## src/rtl/snake_move_scheduler.sv

```systemverilog
// ============================================================================
// Module   : snake_move_scheduler
// Brief    : Snake game sequencer: button decode, frame-paced step pulses,
//            collision/food handling, growth, score and game-over.
//            Optional speed-up per food when SNAKE_SPEEDUP_EN is defined.
// Revision : 1.0
// ============================================================================
`default_nettype none

module snake_move_scheduler #(
  parameter int FRAMES_PER_STEP = 8,
  parameter int MIN_FRAMES      = 2
) (
  input  logic       clk,
  input  logic       reset_n,
  input  logic [3:0] btn_n,
  input  logic       restart,
  input  logic       frame_tick,
  input  logic       collide,
  input  logic       food_hit,
  output logic [2:0] direction,
  output logic       step,
  output logic       grow,
  output logic       game_over,
  output logic [7:0] score
);

  localparam logic [2:0] S_IDLE  = 3'd0;
  localparam logic [2:0] S_RUN   = 3'd1;
  localparam logic [2:0] S_STEP  = 3'd2;
  localparam logic [2:0] S_CHECK = 3'd3;
  localparam logic [2:0] S_OVER  = 3'd4;

  localparam logic [2:0] DIR_UP    = 3'b001;
  localparam logic [2:0] DIR_DOWN  = 3'b010;
  localparam logic [2:0] DIR_LEFT  = 3'b011;
  localparam logic [2:0] DIR_RIGHT = 3'b100;
  localparam logic [2:0] DIR_NONE  = 3'b111;

  // Start period never sits below the speed-up floor, even if misconfigured.
  localparam int         START_FRAMES = (FRAMES_PER_STEP < MIN_FRAMES) ? MIN_FRAMES : FRAMES_PER_STEP;
  localparam logic [7:0] PERIOD_INIT  = 8'(START_FRAMES);
  localparam logic [7:0] PERIOD_MIN   = 8'(MIN_FRAMES);

  logic [2:0] state;
  logic [2:0] pending;
  logic [7:0] frame_cnt;
  logic [7:0] period;
  logic [2:0] cand;
  logic       cand_valid;
  logic       reverse;
  logic       accept;

  always_comb begin
    cand       = DIR_NONE;
    cand_valid = 1'b1;
    if (!btn_n[3])      cand = DIR_UP;
    else if (!btn_n[2]) cand = DIR_DOWN;
    else if (!btn_n[1]) cand = DIR_LEFT;
    else if (!btn_n[0]) cand = DIR_RIGHT;
    else                cand_valid = 1'b0;
  end

  always_comb begin
    reverse = 1'b0;
    case (direction)
      DIR_UP:    reverse = (cand == DIR_DOWN);
      DIR_DOWN:  reverse = (cand == DIR_UP);
      DIR_LEFT:  reverse = (cand == DIR_RIGHT);
      DIR_RIGHT: reverse = (cand == DIR_LEFT);
      default:   reverse = 1'b0;
    endcase
  end

  assign accept    = cand_valid && !reverse && (state != S_OVER);
  assign step      = (state == S_STEP);
  assign game_over = (state == S_OVER);

  always_ff @(posedge clk or negedge reset_n) begin
    if (!reset_n) begin
      state     <= S_IDLE;
      direction <= DIR_NONE;
      pending   <= DIR_NONE;
      frame_cnt <= 8'd0;
      period    <= PERIOD_INIT;
      score     <= 8'd0;
      grow      <= 1'b0;
    end else if (restart) begin
      state     <= S_IDLE;
      direction <= DIR_NONE;
      pending   <= DIR_NONE;
      frame_cnt <= 8'd0;
      period    <= PERIOD_INIT;
      score     <= 8'd0;
      grow      <= 1'b0;
    end else begin
      grow <= 1'b0;
      if (accept) pending <= cand;
      case (state)
        S_IDLE: begin
          if (accept) begin
            state     <= S_RUN;
            frame_cnt <= 8'd0;
          end
        end
        S_RUN: begin
          if (frame_tick) begin
            if (frame_cnt == period - 8'd1) begin
              frame_cnt <= 8'd0;
              direction <= pending;
              state     <= S_STEP;
            end else begin
              frame_cnt <= frame_cnt + 8'd1;
            end
          end
        end
        S_STEP: state <= S_CHECK;
        S_CHECK: begin
          if (collide) begin
            state <= S_OVER;
          end else begin
            if (food_hit) begin
              grow <= 1'b1;
              if (score != 8'hFF) score <= score + 8'd1;
`ifdef SNAKE_SPEEDUP_EN
              if (period > PERIOD_MIN) period <= period - 8'd1;
`else
              period <= period;
`endif
            end
            state <= S_RUN;
          end
        end
        S_OVER:  state <= S_OVER;
        default: state <= S_IDLE;
      endcase
    end
  end

endmodule

`default_nettype wire

```

## config.mk

```make
export PLATFORM = sky130hd
export DESIGN_NAME = snake_move_scheduler
export DESIGN_NICKNAME = d
export VERILOG_FILES = /design/src/rtl/snake_move_scheduler.sv
export SDC_FILE = /design/constraint.sdc
export NUM_CORES = 1
export LEC_CHECK = 0
export CORE_ASPECT_RATIO = 0.7
export CORE_MARGIN = 2
export CORE_UTILIZATION = 54
export DETAILED_ROUTE_END_ITERATION = 7
export GPL_TIMING_DRIVEN = 0
export PLACE_DENSITY = 0.89
export SYNTH_ARGS = -nofsm -noshare
export SYNTH_HDL_FRONTEND = slang
export SYNTH_SLANG_ARGS = --single-unit
export TNS_END_PERCENT = 30
```

## constraint.sdc

```tcl
create_clock -name clk -period 2.4 [get_ports clk]
set_input_delay 0.72 -clock clk [delete_from_list [all_inputs] [get_ports clk]]
set_output_delay 0.72 -clock clk [all_outputs]
set_load 0.02 [all_outputs]
```

Word-level counts from Yosys, hierarchy flattened

Cells that the tools add are included.

Logic and storage cells: 78
Bits in registers: 26
Output and inout port bits: 14
Input port bits: 10

Multiplexer cells: 35
Add/sub/neg operators: 2
Reductions and logical operators: 16
Eq/ne operators: 19

Operator list:

| operator              | number |
|---|---|
| $mux W8               | 9 |
| $mux W3               | 14 |
| $eq A3 B2 Y1 const B  | 6 |
| $add A8 B1 Y8 const B | 2 |
| $pmux W8 S2           | 1 |
| $pmux W3 S5           | 1 |
| $reduce_bool A2 Y1    | 7 |
| $ne A3 B3 Y1 const B  | 4 |
| $eq A3 B1 Y1 const B  | 3 |
| $eq A3 B3 Y1 const B  | 3 |
| $reduce_and A3 Y1     | 3 |
| $eq A8 B3 Y1 const B  | 1 |
| $mux W1               | 8 |
| $ne A8 B8 Y1 const B  | 1 |
| $pmux W1 S4           | 1 |
| $reduce_and A4 Y1     | 1 |
| $logic_not A3 Y1      | 1 |
| $reduce_bool A3 Y1    | 1 |
| $logic_and A1 B1 Y1   | 2 |
| $mux W2               | 1 |
| $ne A2 B2 Y1 const B  | 1 |
| $logic_not A1 Y1      | 1 |

Longest topological paths before layout

Word-level depth: 12
Depth in mapped cells: 7
Mapped depth without buffers: 6

Worst setup path after synthesis

OpenSTA, ideal clock, no wires.

Path kind: input to register
From: in btn_n[2]
To: reg frame_cnt[1]
Data required time: 2,274 ps
Path buffers: 0
Setup time: 126 ps
Data arrival time: 1,799 ps
Cell stages on the path: 5
Slack: 475 ps
Path through: and3_4 nor3_1 a311o_1 and4_1 a221o_1

Cells in the longest elaborated chain, start to end: 9
Elaborated cells between the ends (all ways): 14
Those cells by class: eq/ne: 5; mux: 5; reduce/logical: 4

RTL lines:

| element                                    | RTL line | text |
|---|---|---|
| start, declared                            | 16       | `input logic [3:0] btn_n,` |
| $mux W3                                    | 58       | `else if (!btn_n[2]) cand = DIR_DOWN;` |
| $mux W3                                    | 57       | `if (!btn_n[3]) cand = DIR_UP;` |
| $eq A3 B2 Y1, or another cell as far along | 70       | `DIR_RIGHT: reverse = (cand == DIR_LEFT);` |
| $pmux W1 S4                                | 66       | `case (direction)` |
| $logic_not A1 Y1                           | 75       | `assign accept = cand_valid && !reverse && (state != S_OVER);` |
| $logic_and A1 B1 Y1 (*) (2 in series)      | 75       |  |
| $ne A3 B3 Y1 (no source line) (*)          | -        |  |
| $reduce_and A3 Y1 (no source line) (*)     | -        |  |
| end signal, assigned                       | 113      | `frame_cnt <= frame_cnt + 8'd1;` |
| end, declared                              | 47       | `logic [7:0] frame_cnt;` |

Mark *: on every way between the ends. The rest lies on a longest branch, timed or not.
A chain may end at the register's enable or synchronous reset.

Worst setup path in the final report

From: in btn_n[3]
To: reg frame_cnt[1]

Cells in the longest elaborated chain, start to end: 8
Elaborated cells between the ends (all ways): 12
Those cells by class: eq/ne: 5; mux: 3; reduce/logical: 4

RTL lines:

| element                                    | RTL line |
|---|---|
| $mux W3                                    | 57 |
| $eq A3 B2 Y1, or another cell as far along | 70 |
| $pmux W1 S4                                | 66 |
| $logic_not A1 Y1                           | 75 |
| $logic_and A1 B1 Y1 (*) (2 in series)      | 75 |
| $ne A3 B3 Y1 (no source line) (*)          | - |
| $reduce_and A3 Y1 (no source line) (*)     | - |

Marked as above.

==> results_dict.tcl <==
set metrics [dict create \
    dp_cells 247 \
    final.min_clock_period_ns 2.312 \
    clock_power_share_pct 31.3 \
    seq_area_frac_synth_pct 38.34 \
    r2r_cells 6 \
    cts.clk_slew.worst_paths_ns 0.09 \
    crit_path_end_kind "flop" \
    final.setup.tns_ns 0 \
    worstHoldStart "score[4]$_DFFE_PN0P_" \
    p_per_area_nw_per_um2 440.1 \
    rsz0062_at_grt "no" \
    fillers 260 \
    hold_viol 0 \
    initial_core_util_pct 55.66 \
    layout-drive-gt1-share_pct 12.62 \
    hold_end "score[4]$_DFFE_PN0P_" \
    cp_max_fo 9 \
    die_y_um 51.17 \
    crit_type "in2reg" \
    final_cell_mix "20 x dfrtp_1, 20 x clkdlybuf4s50_1, 16 x nor2_1" \
    setup_viol 0 \
    path_delay_family "compound AO/OA/AOI/OAI gates" \
    fin_crit_sh_pct 96.34 \
    instances_no_fill 252 \
    root_buffer "clkbuf_8" \
    grt_util_met3_pct 3.550 \
    diodes 0 \
    initialDrtViolationCount 73 \
    nets 227 \
    die_w_um 71.39 \
    crit_start "btn_n[3]" \
    port_buffers 22 \
    postSynthNetCount 199 \
    crit_path_start_kind "input pin" \
    use_met1_pct 29.55 \
    fp-row-count 17 \
    r2r-start "score[0]$_DFFE_PN0P_" \
    pin_count 24 \
    cp.buffers_inverters 1 \
    switching_share_pct 25.65 \
    postRouteAntennaNets 0 \
    p_sw_mw 0.2312 \
    p_total_mw 0.9015 \
    wl_per_cell_um 14.06 \
    critical_path.cell_chain "clkdlybuf4s50_1 > and3_4 > nor3_1 > a311o_1 > and4_1 > a221o_1" \
    synthToLayoutAreaGrowth_pct 19.31 \
    wirelength_um 3543 \
    fp.dieArea_sq_um 3653 \
    drv_slew 0 \
    worst_slack_ns 0.08778 \
    dr.pass1.iters 4 \
    cp.required_ns 2.56 \
    grt_pass1_vias 1377 \
    synthCells 187 \
    post-dp-hpwl_um 2582 \
    viasPerCell 5.972 \
    clkSinkCount 26 \
    vias 1505 \
    cts_buffers 3 \
    globalRoute.busiestLayer "met2" \
    avgSynthCellArea_sq_um 9.180 \
    grtUsageMet2_pct 35.19 \
    synth_edf_count 0 \
    grt_max_degree 27 \
    cts_max_level 1 \
    fin_skew_ns 0.001877 \
    max_stage_delay_ns 0.53 \
    crit_slowest_cell "clkdlybuf4s50_1" \
    gp_congestion 0.8632 \
    cp.arrival_ns 2.47 \
    hold_path.class "reg2reg" \
    yosysUniqueCellTypes 54 \
    dp_slack_ns -0.3331 \
    tightest_slew_ns 1.144 \
    core_sq_um 3084 \
    max_freq_mhz 432.5 \
    hold_ws_ns 0.5716 \
    p_int_mw 0.6702 \
    comb_power_share_pct 15.7 \
    ys.warnings.count 0 \
    rrSetupSlack_ns 0.41 \
    post-route-drc-count 0 \
    power_frac_seq_pct 53.0 \
    async_reset_ff_share_pct 100.0 \
    grt_antenna_before_repair 0 \
    clock_latency_ns 0.27 \
    slew_headroom_pct 23.47 \
    grt_pass1_wl_um 6161 \
    r2r-end "score[3]$_DFFE_PN0P_" \
    ys_ff_latch 26 \
    status "completed" \
    cts_buffer_depth 2 \
    max_cap_violations 0 \
    whs_path_depth 2 \
    grt_overflow 0 \
    leakage_nw 0.8111 \
    synthesis.area_sq_um 1717 \
    ir_drop_mv 0.2545 \
    grt_usage_pct 21.52 \
    synth_flop_cell "dfrtp_1" \
    cts_tree "yes" \
]
registers in the layout, summed over array words and instances, names as in the netlist:
signal and count:
state 3, direction 3, grow 1, score 8, frame_cnt 8, pending 3
logic make-up after synthesis:
family / count (synthesis) / synth area share, %
multiplexers: 1 / 0.5831
XOR/XNOR: 9 / 5.029
buffers and inverters: 20 / 4.811
flip-flops: 26 / 38.34
AO/OA/AOI/OAI: 44 / 19.61
AND/OR/NAND/NOR: 85 / 30.18
adder cells (fa/ha/maj): 2 / 1.457
how the worst max path moves through the flow:
| stage | slack [ns] | depth (start not counted) | to |
|---|---|---|---|
| 6_report | 0.09 | 6 | frame_cnt[1]$_DFFE_PN0P_ |
| 5_1_grt | 0.003 | 4 | game_over |
| 4_1_cts | -0.05 | 4 | game_over |
| 3_3_place_gp | -0.29 | 6 | frame_cnt[3]$_DFFE_PN0P_ |
| 2_1_floorplan | 0.48 | 5 | frame_cnt[1]$_DFFE_PN0P_ |
| 3_5_place_dp | -0.33 | 6 | frame_cnt[2]$_DFFE_PN0P_ |
synth_stat cells (all sizes together) (2+ instances only):
master	number	area share (%)
a21oi	4	1.4
and3	3	1.4
nor3b	3	1.3
a211o	3	1.5
a2111oi	4	3.1
o21ai	15	4.4
or3	4	1.7
nor2	16	3.5
xnor2	5	3.0
nor3	9	2.9
nor2b	5	1.8
nand2b	6	2.2
and4	5	2.6
nor4	2	1.1
dfrtp	20	29
nand4	4	1.5
inv	13	2.8
nand3	4	1.2
nand4b	3	1.5
ha	2	1.5
clkbuf	2	0.44
nand2	15	3.3
o41ai	3	1.5
dfstp	6	9.2
a22oi	5	2.2
buf	5	1.5
xor2	4	2.0
metal layers:
metal	wire length, um	up-vias
li1	-	747
met1	1742	721
met2	1613	33
met3	138	4
met4	49	0
met5	0	-
metrics by stage:
stage / utilization (%) / instance area [sq um]
global placement: 64.34 / 1984
global route: 66.41 / 2048
finish: 66.41 / 2048
CTS: 66.33 / 2046
detailed placement: 64.34 / 1984
floorplan: - / 1717
repair_timing:
action | 4_1_cts | 5_1_grt
endpoints found under the setup margin | 9 | 8
setup buffers | 0 | 1
hold buffers | 0 | 0
gates resized for setup | 4 | 1
worst register-to-register path, stage by stage (launching register included):
cell and delay [ns]:
dfrtp_1 0.43, ha_1 0.26, and4_1 0.22, a2111oi_4 0.54, nand4_1 0.18, xor2_1 0.18
nor2_1 0.05
power groups by stage:
stage / Sequential, mW / Combinational (mW) / Clock, mW
after floorplan: 0.483 / 0.0948 / 0
after global placement: 0.485 / 0.137 / 0
after detailed placement: 0.487 / 0.140 / 0
after CTS: 0.478 / 0.142 / 0.293
after global routing: 0.482 / 0.160 / 0.303
final: 0.478 / 0.142 / 0.282
layout make-up:
class	instances	area (sq um)	area share, %
clock buffer	4	55.05	2.688
tap	38	47.55	2.321
multi-input combinational	141	983.4	48.01
sequential	26	658.1	32.13
timing repair buffer	23	221.5	10.81
buffer	7	33.78	1.649
inverter	13	48.80	2.382
(Power assumes the default switching activity.)
